===== config.mk =====
export PLATFORM = sky130hd
export DESIGN_NAME = uart_alu_top
export DESIGN_NICKNAME = d
export VERILOG_FILES = /design/src/rtl/uart_alu_top.sv
export SDC_FILE = /design/constraint.sdc
export NUM_CORES = 1
export LEC_CHECK = 0
export CAP_MARGIN = 20
export CORE_MARGIN = 1.5
export CORE_UTILIZATION = 40
export DETAILED_ROUTE_END_ITERATION = 16
export PLACE_DENSITY_LB_ADDON = 0.08
export SLEW_MARGIN = 20
export SYNTH_ARGS = -nofsm -noshare
export SYNTH_HDL_FRONTEND = slang
export SYNTH_SLANG_ARGS = --single-unit

===== constraint.sdc =====
create_clock -name clk_i -period 7 [get_ports clk_i]
set_clock_uncertainty 0.15 [all_clocks]
set_input_delay 1.4 -clock clk_i [delete_from_list [all_inputs] [get_ports clk_i]]
set_output_delay 1.4 -clock clk_i [all_outputs]
set_load 0.05 [all_outputs]

===== src/rtl/uart_alu_top.sv =====
// UART-attached packet ALU: 8N1 receiver, packet decoder (echo / 32-bit add),
// 4-entry response FIFO and 8N1 transmitter, all in one clock domain.
module uart_alu_top #(
    parameter int PRESCALE   = 410,
    parameter int DATA_WIDTH = 8
) (
    input  logic clk_i,
    input  logic reset_i,
    input  logic RX_i,
    output logic TX_o
);
    localparam int DW       = DATA_WIDTH;
    localparam int LW       = 2 * DW;
    localparam int AW       = 4 * DW;
    localparam int BIT_CLKS = 8 * PRESCALE;
    localparam int CW       = $clog2(BIT_CLKS) + 1;
    localparam int BW       = (DW > 1) ? $clog2(DW) : 1;
    localparam int TW       = $clog2(DW + 2);
    localparam logic [CW-1:0] BIT_LAST  = CW'(BIT_CLKS - 1);
    localparam logic [CW-1:0] HALF_LAST = CW'(4 * PRESCALE - 1);
    localparam logic [DW-1:0] OP_ADD    = DW'(8'h01);
    localparam logic [DW-1:0] OP_ECHO   = DW'(8'hEC);

    typedef enum logic [1:0] {R_IDLE, R_START, R_DATA, R_STOP} rx_state_t;
    typedef enum logic [1:0] {P_IDLE, P_HDR, P_PAYLOAD, P_RESULT} pkt_state_t;

    // ---------------- receiver ----------------
    logic [2:0]    rx_sync_q;
    logic          rx_s, rx_fall;
    rx_state_t     rx_state_q, rx_state_d;
    logic [CW-1:0] rx_cnt_q, rx_cnt_d;
    logic [BW-1:0] rx_bit_q, rx_bit_d;
    logic [DW-1:0] rx_shift_q, rx_shift_d;
    logic [DW-1:0] rx_byte_q, rx_byte_d;
    logic          rx_valid_q, rx_valid_d;

    assign rx_s    = rx_sync_q[1];
    assign rx_fall = rx_sync_q[2] & ~rx_sync_q[1];

    // Two-flop synchroniser plus one history flop for falling-edge detection.
    always_ff @(posedge clk_i or posedge reset_i) begin
        if (reset_i) rx_sync_q <= '1;
        else         rx_sync_q <= {rx_sync_q[1:0], RX_i};
    end

    // Receiver next state: glitch check at half bit, then sample at bit centres.
    always_comb begin
        rx_state_d = rx_state_q;
        rx_cnt_d   = rx_cnt_q;
        rx_bit_d   = rx_bit_q;
        rx_shift_d = rx_shift_q;
        rx_byte_d  = rx_byte_q;
        rx_valid_d = 1'b0;
        case (rx_state_q)
            R_IDLE: begin
                if (rx_fall) begin
                    rx_state_d = R_START;
                    rx_cnt_d   = '0;
                end
            end
            R_START: begin
                if (rx_cnt_q == HALF_LAST) begin
                    rx_cnt_d   = '0;
                    rx_bit_d   = '0;
                    rx_state_d = rx_s ? R_IDLE : R_DATA;
                end else begin
                    rx_cnt_d = rx_cnt_q + CW'(1);
                end
            end
            R_DATA: begin
                if (rx_cnt_q == BIT_LAST) begin
                    rx_cnt_d   = '0;
                    rx_shift_d = {rx_s, rx_shift_q[DW-1:1]};
                    if (rx_bit_q == BW'(DW - 1)) rx_state_d = R_STOP;
                    else                         rx_bit_d   = rx_bit_q + BW'(1);
                end else begin
                    rx_cnt_d = rx_cnt_q + CW'(1);
                end
            end
            default: begin
                if (rx_cnt_q == BIT_LAST) begin
                    rx_cnt_d   = '0;
                    rx_state_d = R_IDLE;
                    // A low stop bit is a framing error: the byte is dropped.
                    if (rx_s) begin
                        rx_valid_d = 1'b1;
                        rx_byte_d  = rx_shift_q;
                    end
                end else begin
                    rx_cnt_d = rx_cnt_q + CW'(1);
                end
            end
        endcase
    end

    // Receiver state register.
    always_ff @(posedge clk_i or posedge reset_i) begin
        if (reset_i) begin
            rx_state_q <= R_IDLE;
            rx_cnt_q   <= '0;
            rx_bit_q   <= '0;
            rx_shift_q <= '0;
            rx_byte_q  <= '0;
            rx_valid_q <= 1'b0;
        end else begin
            rx_state_q <= rx_state_d;
            rx_cnt_q   <= rx_cnt_d;
            rx_bit_q   <= rx_bit_d;
            rx_shift_q <= rx_shift_d;
            rx_byte_q  <= rx_byte_d;
            rx_valid_q <= rx_valid_d;
        end
    end

    // ---------------- response FIFO ----------------
    logic [DW-1:0] fifo_mem_q [4];
    logic [1:0]    wr_ptr_q, rd_ptr_q;
    logic [2:0]    fifo_cnt_q;
    logic          fifo_full, push, push_en, tx_pop;
    logic [DW-1:0] push_data;
    logic          tx_busy_q;

    assign fifo_full = (fifo_cnt_q == 3'd4);
    assign push_en   = push & ~fifo_full;
    assign tx_pop    = ~tx_busy_q & (fifo_cnt_q != 3'd0);

    // FIFO storage; contents need no reset because the count gates reads.
    always_ff @(posedge clk_i) begin
        if (push_en) fifo_mem_q[wr_ptr_q] <= push_data;
    end

    // FIFO pointers and occupancy.
    always_ff @(posedge clk_i or posedge reset_i) begin
        if (reset_i) begin
            wr_ptr_q   <= '0;
            rd_ptr_q   <= '0;
            fifo_cnt_q <= '0;
        end else begin
            if (push_en) wr_ptr_q <= wr_ptr_q + 2'd1;
            if (tx_pop)  rd_ptr_q <= rd_ptr_q + 2'd1;
            case ({push_en, tx_pop})
                2'b10:   fifo_cnt_q <= fifo_cnt_q + 3'd1;
                2'b01:   fifo_cnt_q <= fifo_cnt_q - 3'd1;
                default: fifo_cnt_q <= fifo_cnt_q;
            endcase
        end
    end

    // ---------------- packet control ----------------
    pkt_state_t    p_state_q, p_state_d;
    logic [DW-1:0] opcode_q, opcode_d;
    logic [DW-1:0] len_lsb_q, len_lsb_d;
    logic [LW-1:0] len_q, len_d;
    logic [LW-1:0] cnt_q, cnt_d;
    logic [3*DW-1:0] opnd_q, opnd_d;
    logic [AW-1:0] acc_q, acc_d;
    logic [1:0]    res_idx_q, res_idx_d;

    // Packet FSM: header parse, payload echo/accumulate, result push.
    always_comb begin
        p_state_d = p_state_q;
        opcode_d  = opcode_q;
        len_lsb_d = len_lsb_q;
        len_d     = len_q;
        cnt_d     = cnt_q;
        opnd_d    = opnd_q;
        acc_d     = acc_q;
        res_idx_d = res_idx_q;
        push      = 1'b0;
        push_data = rx_byte_q;
        case (p_state_q)
            P_IDLE: begin
                if (rx_valid_q) begin
                    opcode_d  = rx_byte_q;
                    cnt_d     = LW'(1);
                    acc_d     = '0;
                    p_state_d = P_HDR;
                end
            end
            P_HDR: begin
                if (rx_valid_q) begin
                    cnt_d = cnt_q + LW'(1);
                    if (cnt_q == LW'(2)) len_lsb_d = rx_byte_q;
                    if (cnt_q == LW'(3)) begin
                        len_d     = {rx_byte_q, len_lsb_q};
                        res_idx_d = '0;
                        if ({rx_byte_q, len_lsb_q} <= LW'(4))
                            p_state_d = (opcode_q == OP_ADD) ? P_RESULT : P_IDLE;
                        else
                            p_state_d = P_PAYLOAD;
                    end
                end
            end
            P_PAYLOAD: begin
                if (rx_valid_q) begin
                    cnt_d = cnt_q + LW'(1);
                    if (opcode_q == OP_ECHO) push = 1'b1;
                    // Payload starts at byte 4, so cnt[1:0] is the lane within the operand.
                    if (opcode_q == OP_ADD) begin
                        case (cnt_q[1:0])
                            2'd0:    opnd_d[DW-1:0]      = rx_byte_q;
                            2'd1:    opnd_d[2*DW-1:DW]   = rx_byte_q;
                            2'd2:    opnd_d[3*DW-1:2*DW] = rx_byte_q;
                            default: acc_d = acc_q + {rx_byte_q, opnd_q};
                        endcase
                    end
                    if (cnt_q + LW'(1) == len_q)
                        p_state_d = (opcode_q == OP_ADD) ? P_RESULT : P_IDLE;
                end
            end
            default: begin
                push = 1'b1;
                case (res_idx_q)
                    2'd0:    push_data = acc_q[DW-1:0];
                    2'd1:    push_data = acc_q[2*DW-1:DW];
                    2'd2:    push_data = acc_q[3*DW-1:2*DW];
                    default: push_data = acc_q[4*DW-1:3*DW];
                endcase
                // Result bytes are never dropped; wait for space instead.
                if (!fifo_full) begin
                    res_idx_d = res_idx_q + 2'd1;
                    if (res_idx_q == 2'd3) p_state_d = P_IDLE;
                end
            end
        endcase
    end

    // Packet FSM state register.
    always_ff @(posedge clk_i or posedge reset_i) begin
        if (reset_i) begin
            p_state_q <= P_IDLE;
            opcode_q  <= '0;
            len_lsb_q <= '0;
            len_q     <= '0;
            cnt_q     <= '0;
            opnd_q    <= '0;
            acc_q     <= '0;
            res_idx_q <= '0;
        end else begin
            p_state_q <= p_state_d;
            opcode_q  <= opcode_d;
            len_lsb_q <= len_lsb_d;
            len_q     <= len_d;
            cnt_q     <= cnt_d;
            opnd_q    <= opnd_d;
            acc_q     <= acc_d;
            res_idx_q <= res_idx_d;
        end
    end

    // ---------------- transmitter ----------------
    logic [CW-1:0] tx_cnt_q;
    logic [TW-1:0] tx_bit_q;
    logic [DW:0]   tx_shift_q;
    logic          tx_q;

    assign TX_o = tx_q;

    // Transmitter: start bit on load, then data LSB first, then the stop bit.
    always_ff @(posedge clk_i or posedge reset_i) begin
        if (reset_i) begin
            tx_busy_q  <= 1'b0;
            tx_cnt_q   <= '0;
            tx_bit_q   <= '0;
            tx_shift_q <= '1;
            tx_q       <= 1'b1;
        end else if (tx_pop) begin
            tx_busy_q  <= 1'b1;
            tx_q       <= 1'b0;
            tx_shift_q <= {1'b1, fifo_mem_q[rd_ptr_q]};
            tx_cnt_q   <= '0;
            tx_bit_q   <= '0;
        end else if (tx_busy_q) begin
            if (tx_cnt_q == BIT_LAST) begin
                tx_cnt_q <= '0;
                if (tx_bit_q == TW'(DW + 1)) begin
                    tx_busy_q <= 1'b0;
                end else begin
                    tx_q       <= tx_shift_q[0];
                    tx_shift_q <= {1'b1, tx_shift_q[DW:1]};
                    tx_bit_q   <= tx_bit_q + TW'(1);
                end
            end else begin
                tx_cnt_q <= tx_cnt_q + CW'(1);
            end
        end
    end
endmodule


==> flow_summary.yaml, run 1 <==
status:
  status: "complete, no violations"
yosys:
  synth_edf_count: 32
  synth_warnings: 0
  synth-seq-cells: 212
  synth_area_leader_cell: "dfrtp_1"
  synth_cell_types: 62
  synthAdderAreaFrac_pct: 6.45
  netlist_area_sq_um: 11300
  syn_avg_cell_area_sq_um: 10.5
  synth_compound_area_share_pct: 13.5
  synth_top_family_by_area: "simple AND/OR/NAND/NOR gates"
  netlist_instances: 1076
  synthMuxAreaShare_pct: 10.3
  synth-async-reset-ratio_pct: 84.9
  synth_top_cell_area_share_pct: 37.3
  synth_simple_gate_area_share_pct: 13.7
  yosys-top-cells-area: "dfrtp_1 37%, edfxtp_1 8.5%, mux2_2 7.5%, ha_1 6.1%, o21ai_0 4.8%"
  synthesis.nets: 1136
  synthXorXnorAreaFrac_pct: 4.97
  ys_seq_area_share_pct: 48.6
  ys.flop_type: "dfrtp_1"
setup_path:
  rr_endpoint: "acc_q[30]"
  end_kind: "register"
  setup.worst_path.start: "acc_q[0]"
  cp_max_fo: 5
  path_cells: "ha_1 -> fa_1 -> a21oi_1 -> o211ai_1 -> nand2_1 -> o311ai_1 -> o21ai_2 -> o22ai_2 -> o311a_1 -> or3_1 -> a32o_1"
  cp-start-kind: "register"
  slowest_delay_ns: 0.43
  rr_worst_depth: 11
  crit_type: "register to register"
  cp-endpoint: "acc_q[30]"
  required_ns: 7.26
  r2r_start: "acc_q[0]"
  crit_slowest_cell: "fa_1"
  rrSetupSlack_ns: 3.62
  critPathArrivalTime_ns: 3.64
sta:
  setup_tns_ns: 0
  hold_viol_final: 0
  worst_slew_pin_slew_ns: 0.951
  rsz0062_at_grt: "false"
  fmax_ghz: 0.296
  setup_viol: 0
  slew_headroom_pct: 36.6
  whs_ns: 0.205
  final_max_slew_viol_count: 0
  period_minus_slack_ns: 3.38
  fin_crit_sh_pct: 48.3
clock_network:
  cts_setup_buffers: 0
  ctsResizeCount: 0
  htreeDepth: 1
  cts_tree: "built"
  cts_max_path_buffers: 3
  clk_latency_ns: 0.54
  cts.clk_slew.worst_paths_ns: 0.06
  numCtsBuffers: 26
  root_buffer: "clkbuf_16"
  clock_sinks: 212
  ctsHoldBuffers: 0
drt:
  wire_per_inst_microns: 17.8
  vias_per_cell: 5.38
  drtIter0Drc: 327
  drc: 0
  firstDrtPassIters: 6
  drt_wl_total_mm: 26.2
  vias: 7928
  postRouteAntennaNets: 0
finish:
  diodes: 0
  layout-drive-gt1-share_pct: 13.6
  multi_input_area_sq_um: 5520
  syn2layout_area_growth_pct: 10.9
  fin_cells: 1474
  nets: 1136
  seqCellArea_sq_um: 5480
  fill_cells: 2685
place:
  dp_hpwl_mm: 17.5
  io_buffer_count: 3
  placed_cells: 1426
  place.gp.congestion: 0.806
power:
  p_per_area_nw_per_um2: 213
  totalPowerFinal_mw: 2.66
  irDropWorstVdd_uv: 182
  power.leakage_nw: 5.47
global_route:
  grt_max_degree: 126
  grtUsageTotal_pct: 18.6
  grt_pass1_wl_mm: 42.8
  grt_pass1_vias: 7783
  overflow: 0
  antenna_found_initial: 1
min_path:
  hp-class: "register to register"
floorplanning:
  die-area_sq_um: 29200
  core_sq_um: 27800
  io_pins: 4
  num_rows: 61
  chipWidth_microns: 171
  die_h_microns: 171
  initial_core_util_pct: 40.6
run:
  drv_cap: 0
-- critical path: cells and delay by family (launching register included) --
family,cells,cell delay [ns]
AOI/OAI and AO/OA,7,1.58
adders and majority gates,2,0.67
and+or+nand+nor,2,0.45
DFF,1,0.40
-- state kept, by name (all words and copies together) (netlist names), 4 cells and up --
signal      flops
cnt_q          16
tx_shift_q      8
len_q          16
opcode_q        8
rx_byte_q       8
opnd_q         24
len_lsb_q       8
rx_cnt_q       13
acc_q          32
fifo_mem_q     32
tx_bit_q        4
tx_cnt_q       13
rx_shift_q      8
-- cell usage after synthesis (3+ instances only) --
master,instances
a32o_1,3
o31ai_1,13
mux2_2,75
xor2_1,29
edfxtp_1,32
o21ai_0,109
xnor2_1,35
a22o_1,9
clkbuf_1,40
a211oi_1,4
or2_2,4
nor2b_1,8
o211ai_1,4
nand2_1,115
mux2i_1,14
and3_1,22
nand2b_1,6
nand4b_1,3
nor2_1,76
o21bai_1,6
dfstp_2,12
ha_1,55
a21oi_1,51
a31oi_1,3
and2_1,9
mux4_2,8
nand4_1,14
nand3_1,28
a222oi_1,8
o31a_1,3
nand3b_1,3
or3_1,3
a21o_1,7
nor3_1,16
inv_1,34
nor4_1,10
o41ai_1,3
dfrtp_1,168
-- cell families (layout without fill, tap and decap cells) --
logic type,count (synthesis),count (layout)
and+or+nand+nor,326,326
AOI/OAI and AO/OA,244,244
adders and majority gates,57,57
DFF,212,212
xor gates and xnor gates,64,64
muxes,97,97
buffers and inverters,76,96
-- routing by layer --
layer  GRT usage [%]  up-vias  share of wire [%]
met3            2.52       28                2.6
met4            4.27        0                1.6
met2            30.6       94                 46
met1            26.1     3904                 49
met5               0        -                  0
li1                -     3902                  -
-- how the worst min path moves through the flow --
| stage | slack [ns] | startpoint | depth (start not counted) | endpoint |
|---|---|---|---|---|
| floorplan | 0.20 | rx_sync_q[0] | 0 | rx_sync_q[1] |
| global placement | 0.20 | rx_sync_q[0] | 0 | rx_sync_q[1] |
| detailed placement | 0.20 | rx_sync_q[0] | 0 | rx_sync_q[1] |
| CTS | 0.21 | rx_sync_q[0] | 0 | rx_sync_q[1] |
| global route | 0.21 | rx_sync_q[0] | 0 | rx_sync_q[1] |
| finish | 0.21 | rx_sync_q[0] | 0 | rx_sync_q[1] |
-- stage by stage --
stage               utilization, %  setup slack (ns)  instance area [sq um]
floorplan                        -             0.583                  11300
global placement              42.2              3.44                  11700
detailed placement            42.2              3.43                  11700
CTS                           45.1              3.59                  12500
global route                  45.1              3.44                  12500
finish                        45.1              3.62                  12500
-- power breakdown --
part / switching (mW) / internal (mW)
clock: 0.512 / 0.749
sequential: 0.0327 / 1.27
combinational: 0.0657 / 0.0343
total: 0.611 / 2.05
-- final cells by class --
type	instances	share of cell area, %
clock inverter	5	0.480
tap	378	3.78
clock buffer	43	5.87
multi-input combinational	788	44.1
sequential	212	43.8
timing repair buffer	14	0.900
inverter	34	1.08
-- layout by cell type (no fill, tap or decap), drive strengths merged, types with 4 or more instances in the layout --
cell type / n
nand2b: 6
o311ai: 4
mux2: 75
clkbuf: 43
mux4: 8
nand4: 14
inv: 34
nand2: 115
nor2b: 8
mux2i: 14
o211ai: 4
and3: 22
nor2: 76
o21ai: 111
dfstp: 12
a211oi: 4
a21o: 7
ha: 55
or2: 4
dfrtp: 168
o31ai: 13
a222oi: 8
nand3: 28
edfxtp: 32
nor3: 16
xor2: 29
nor4: 10
clkinv: 4
and2: 9
a21oi: 51
xnor2: 35
buf: 11
o21bai: 6
a22o: 9
(Power assumes the default switching activity.)
==> inputs of run 2 (changes only) <==
==> constraint.sdc (replaced) <==
create_clock -name clk_i -period 3.1 [get_ports clk_i]
set_clock_uncertainty 0.15 [all_clocks]
set_input_delay 0.62 -clock clk_i [delete_from_list [all_inputs] [get_ports clk_i]]
set_output_delay 0.62 -clock clk_i [all_outputs]
set_load 0.05 [all_outputs]
==> run 2 against run 1 <==
  * Via count up 1.8%
  * Worst hold slack worse by 0.0010 ns
  * Critical path depth down 1
  * Clock-buffer cell count decreased by 13
  * Maximum frequency rose by 13%
  * Setup slack lost 3.5 ns
  * Die area unchanged
  * First-iteration DRC count is 59% higher
==> flow_summary.yaml, run 2 (synthesized netlist as in run 1, its figures left out) <==
status:
  status: "complete, no violations"
floorplanning:
  die-area_sq_um: 29200
  chipWidth_microns: 171
  initial_core_util_pct: 40.6
  num_rows: 61
  io_pins: 4
  core_sq_um: 27800
  die_h_microns: 171
sta:
  fmax_ghz: 0.333
  worst_slew_pin_slew_ns: 0.632
  fin_crit_sh_pct: 96.9
  setup_viol: 0
  rsz0062_at_grt: "true"
  slew_headroom_pct: 57.8
  period_minus_slack_ns: 3.00
  hold_viol_final: 0
  final_max_slew_viol_count: 0
  fin_ws_ns: 0.0965
power:
  p_int_mw: 4.61
  p_sw_mw: 1.40
  power.leakage_nw: 5.70
  power.share.switching_pct: 23.3
  p_per_area_nw_per_um2: 464
  p_clk_share_pct: 47.1
  irDropWorstVdd_uv: 379
  pwr-share-comb_pct: 4.0
  power_frac_seq_pct: 48.9
place:
  place.gp.congestion: 0.843
  pre_cts_ws_ns: -0.00368
  io_buffer_count: 3
  dp_hpwl_mm: 18.5
  placed_cells: 1466
finish:
  nets: 1178
  diodes: 0
  mostFrequentLayoutCell: "dfrtp_1"
  layout-drive-gt1-share_pct: 18.9
  top_regs: "acc_q (32), fifo_mem_q (32), opnd_q (24)"
  syn2layout_area_growth_pct: 14.7
  layout_common_cells: "167 x dfrtp_1, 115 x nand2_1, 107 x o21ai_0, 75 x nor2_1, 75 x mux2_2"
  fin_cells: 1514
clock_network:
  numCtsBuffers: 25
  ctsHoldBuffers: 0
  htreeDepth: 1
  clk_latency_ns: 0.52
  root_buffer: "clkbuf_16"
  cts.clk_slew.worst_paths_ns: 0.06
  clock_sinks: 212
  cts_tree: "built"
  cts_max_path_buffers: 3
global_route:
  grt_pass1_wl_mm: 43.8
  grtUsageTotal_pct: 18.9
  grt_max_degree: 77
  antenna_found_initial: 0
  grt_pass1_vias: 8078
  overflow: 0
drt:
  drt_wl_total_mm: 26.5
  vias: 8071
  vias_per_cell: 5.33
  firstDrtPassIters: 5
  drtIter0Drc: 521
  postRouteAntennaNets: 0
  drc: 0
  wire_per_inst_microns: 17.5
setup_path:
  crit_slowest_cell: "dfrtp_1"
  cp_top_family: "compound AO/OA/AOI/OAI gates"
  cp.buffers_inverters: 0
  end_kind: "register"
  cp_max_fo: 4
  required_ns: 3.40
  path_cells: "ha_1 -> nand2_1 -> o31a_1 -> or3_1 -> a21o_1 -> a31o_2 -> o211ai_1 -> nand4_1 -> a311o_1 -> nand3_1"
  cp-start-kind: "register"
  crit_type: "register to register"
  slowest_delay_ns: 0.45
  critPathArrivalTime_ns: 3.31
run:
  drv_cap: 0
min_path:
  hp-class: "register to register"
-- run 2: layer usage --
metal	track usage, %	part of all wire [%]	vias up
li1	-	-	3977
met3	2.75	3.4	28
met5	0	0	-
met1	26.7	48	3964
met4	4.39	1.7	0
met2	30.8	47	102
-- run 2: metrics by stage --
step | setup TNS (ns) | hold WS [ns] | total power, mW | utilization, % | area, sq um
finish | 0 | 0.204 | 6.01 | 46.6 | 12900
global route | -0.0476 | 0.213 | 6.26 | 46.6 | 12900
CTS | 0 | 0.206 | 6.11 | 46.3 | 12900
detailed placement | -0.00368 | 0.197 | 3.23 | 43.4 | 12100
global placement | 0 | 0.197 | 3.23 | 43.4 | 12100
floorplan | 0 | 0.195 | 3.16 | - | 11300
-- run 2: worst paths after layout --
| path | start | end | slack (ns) | depth (start not counted) |
|---|---|---|---|---|
| worst max-delay path | acc_q[13] | acc_q[31] | 0.1 | 10 |
| worst min-delay path | rx_sync_q[0] | rx_sync_q[1] | 0.20 | 0 |
| worst max register to register | acc_q[13] | acc_q[31] | 0.1 | 10 |
| worst min register to register | rx_sync_q[0] | rx_sync_q[1] | 0.20 | 0 |
| max in group asynchronous | reset_i | cnt_q[0] | 1.75 | 3 |
| min in group asynchronous | reset_i | rx_cnt_q[2] | 0.29 | 2 |
-- run 2: what timing repair did --
action / in CTS / in global routing
gates resized for setup: 2 / 15
setup endpoints to repair: 2 / 10
buffers inserted: 1 / 2
pin swaps: 1 / 6
-- run 2: cell type report --
class / instances / area [sq um]
fill: 2639 / 14800
multi-input combinational: 788 / 5590
sequential: 212 / 5480
clock buffer: 30 / 684
timing repair buffer: 57 / 473
tap: 378 / 473
inverter: 34 / 131
clock inverter: 15 / 110
-- run 2: worst register-to-register path, cell delays in order, from the launching register on --
cell and delay, ns:
dfrtp_1 0.45, ha_1 0.33, nand2_1 0.08, o31a_1 0.32
or3_1 0.37, a21o_1 0.19, a31o_2 0.27, o211ai_1 0.24
nand4_1 0.16, a311o_1 0.32, nand3_1 0.06
-- run 2: power by group through the flow --
stage | Clock, mW | Sequential, mW | Combinational (mW)
3_3_place_gp | 0 | 2.99 | 0.243
5_1_grt | 3.03 | 2.94 | 0.285
6_report | 2.83 | 2.94 | 0.240
3_5_place_dp | 0 | 2.99 | 0.247
2_1_floorplan | 0 | 2.95 | 0.212
4_1_cts | 2.93 | 2.94 | 0.247
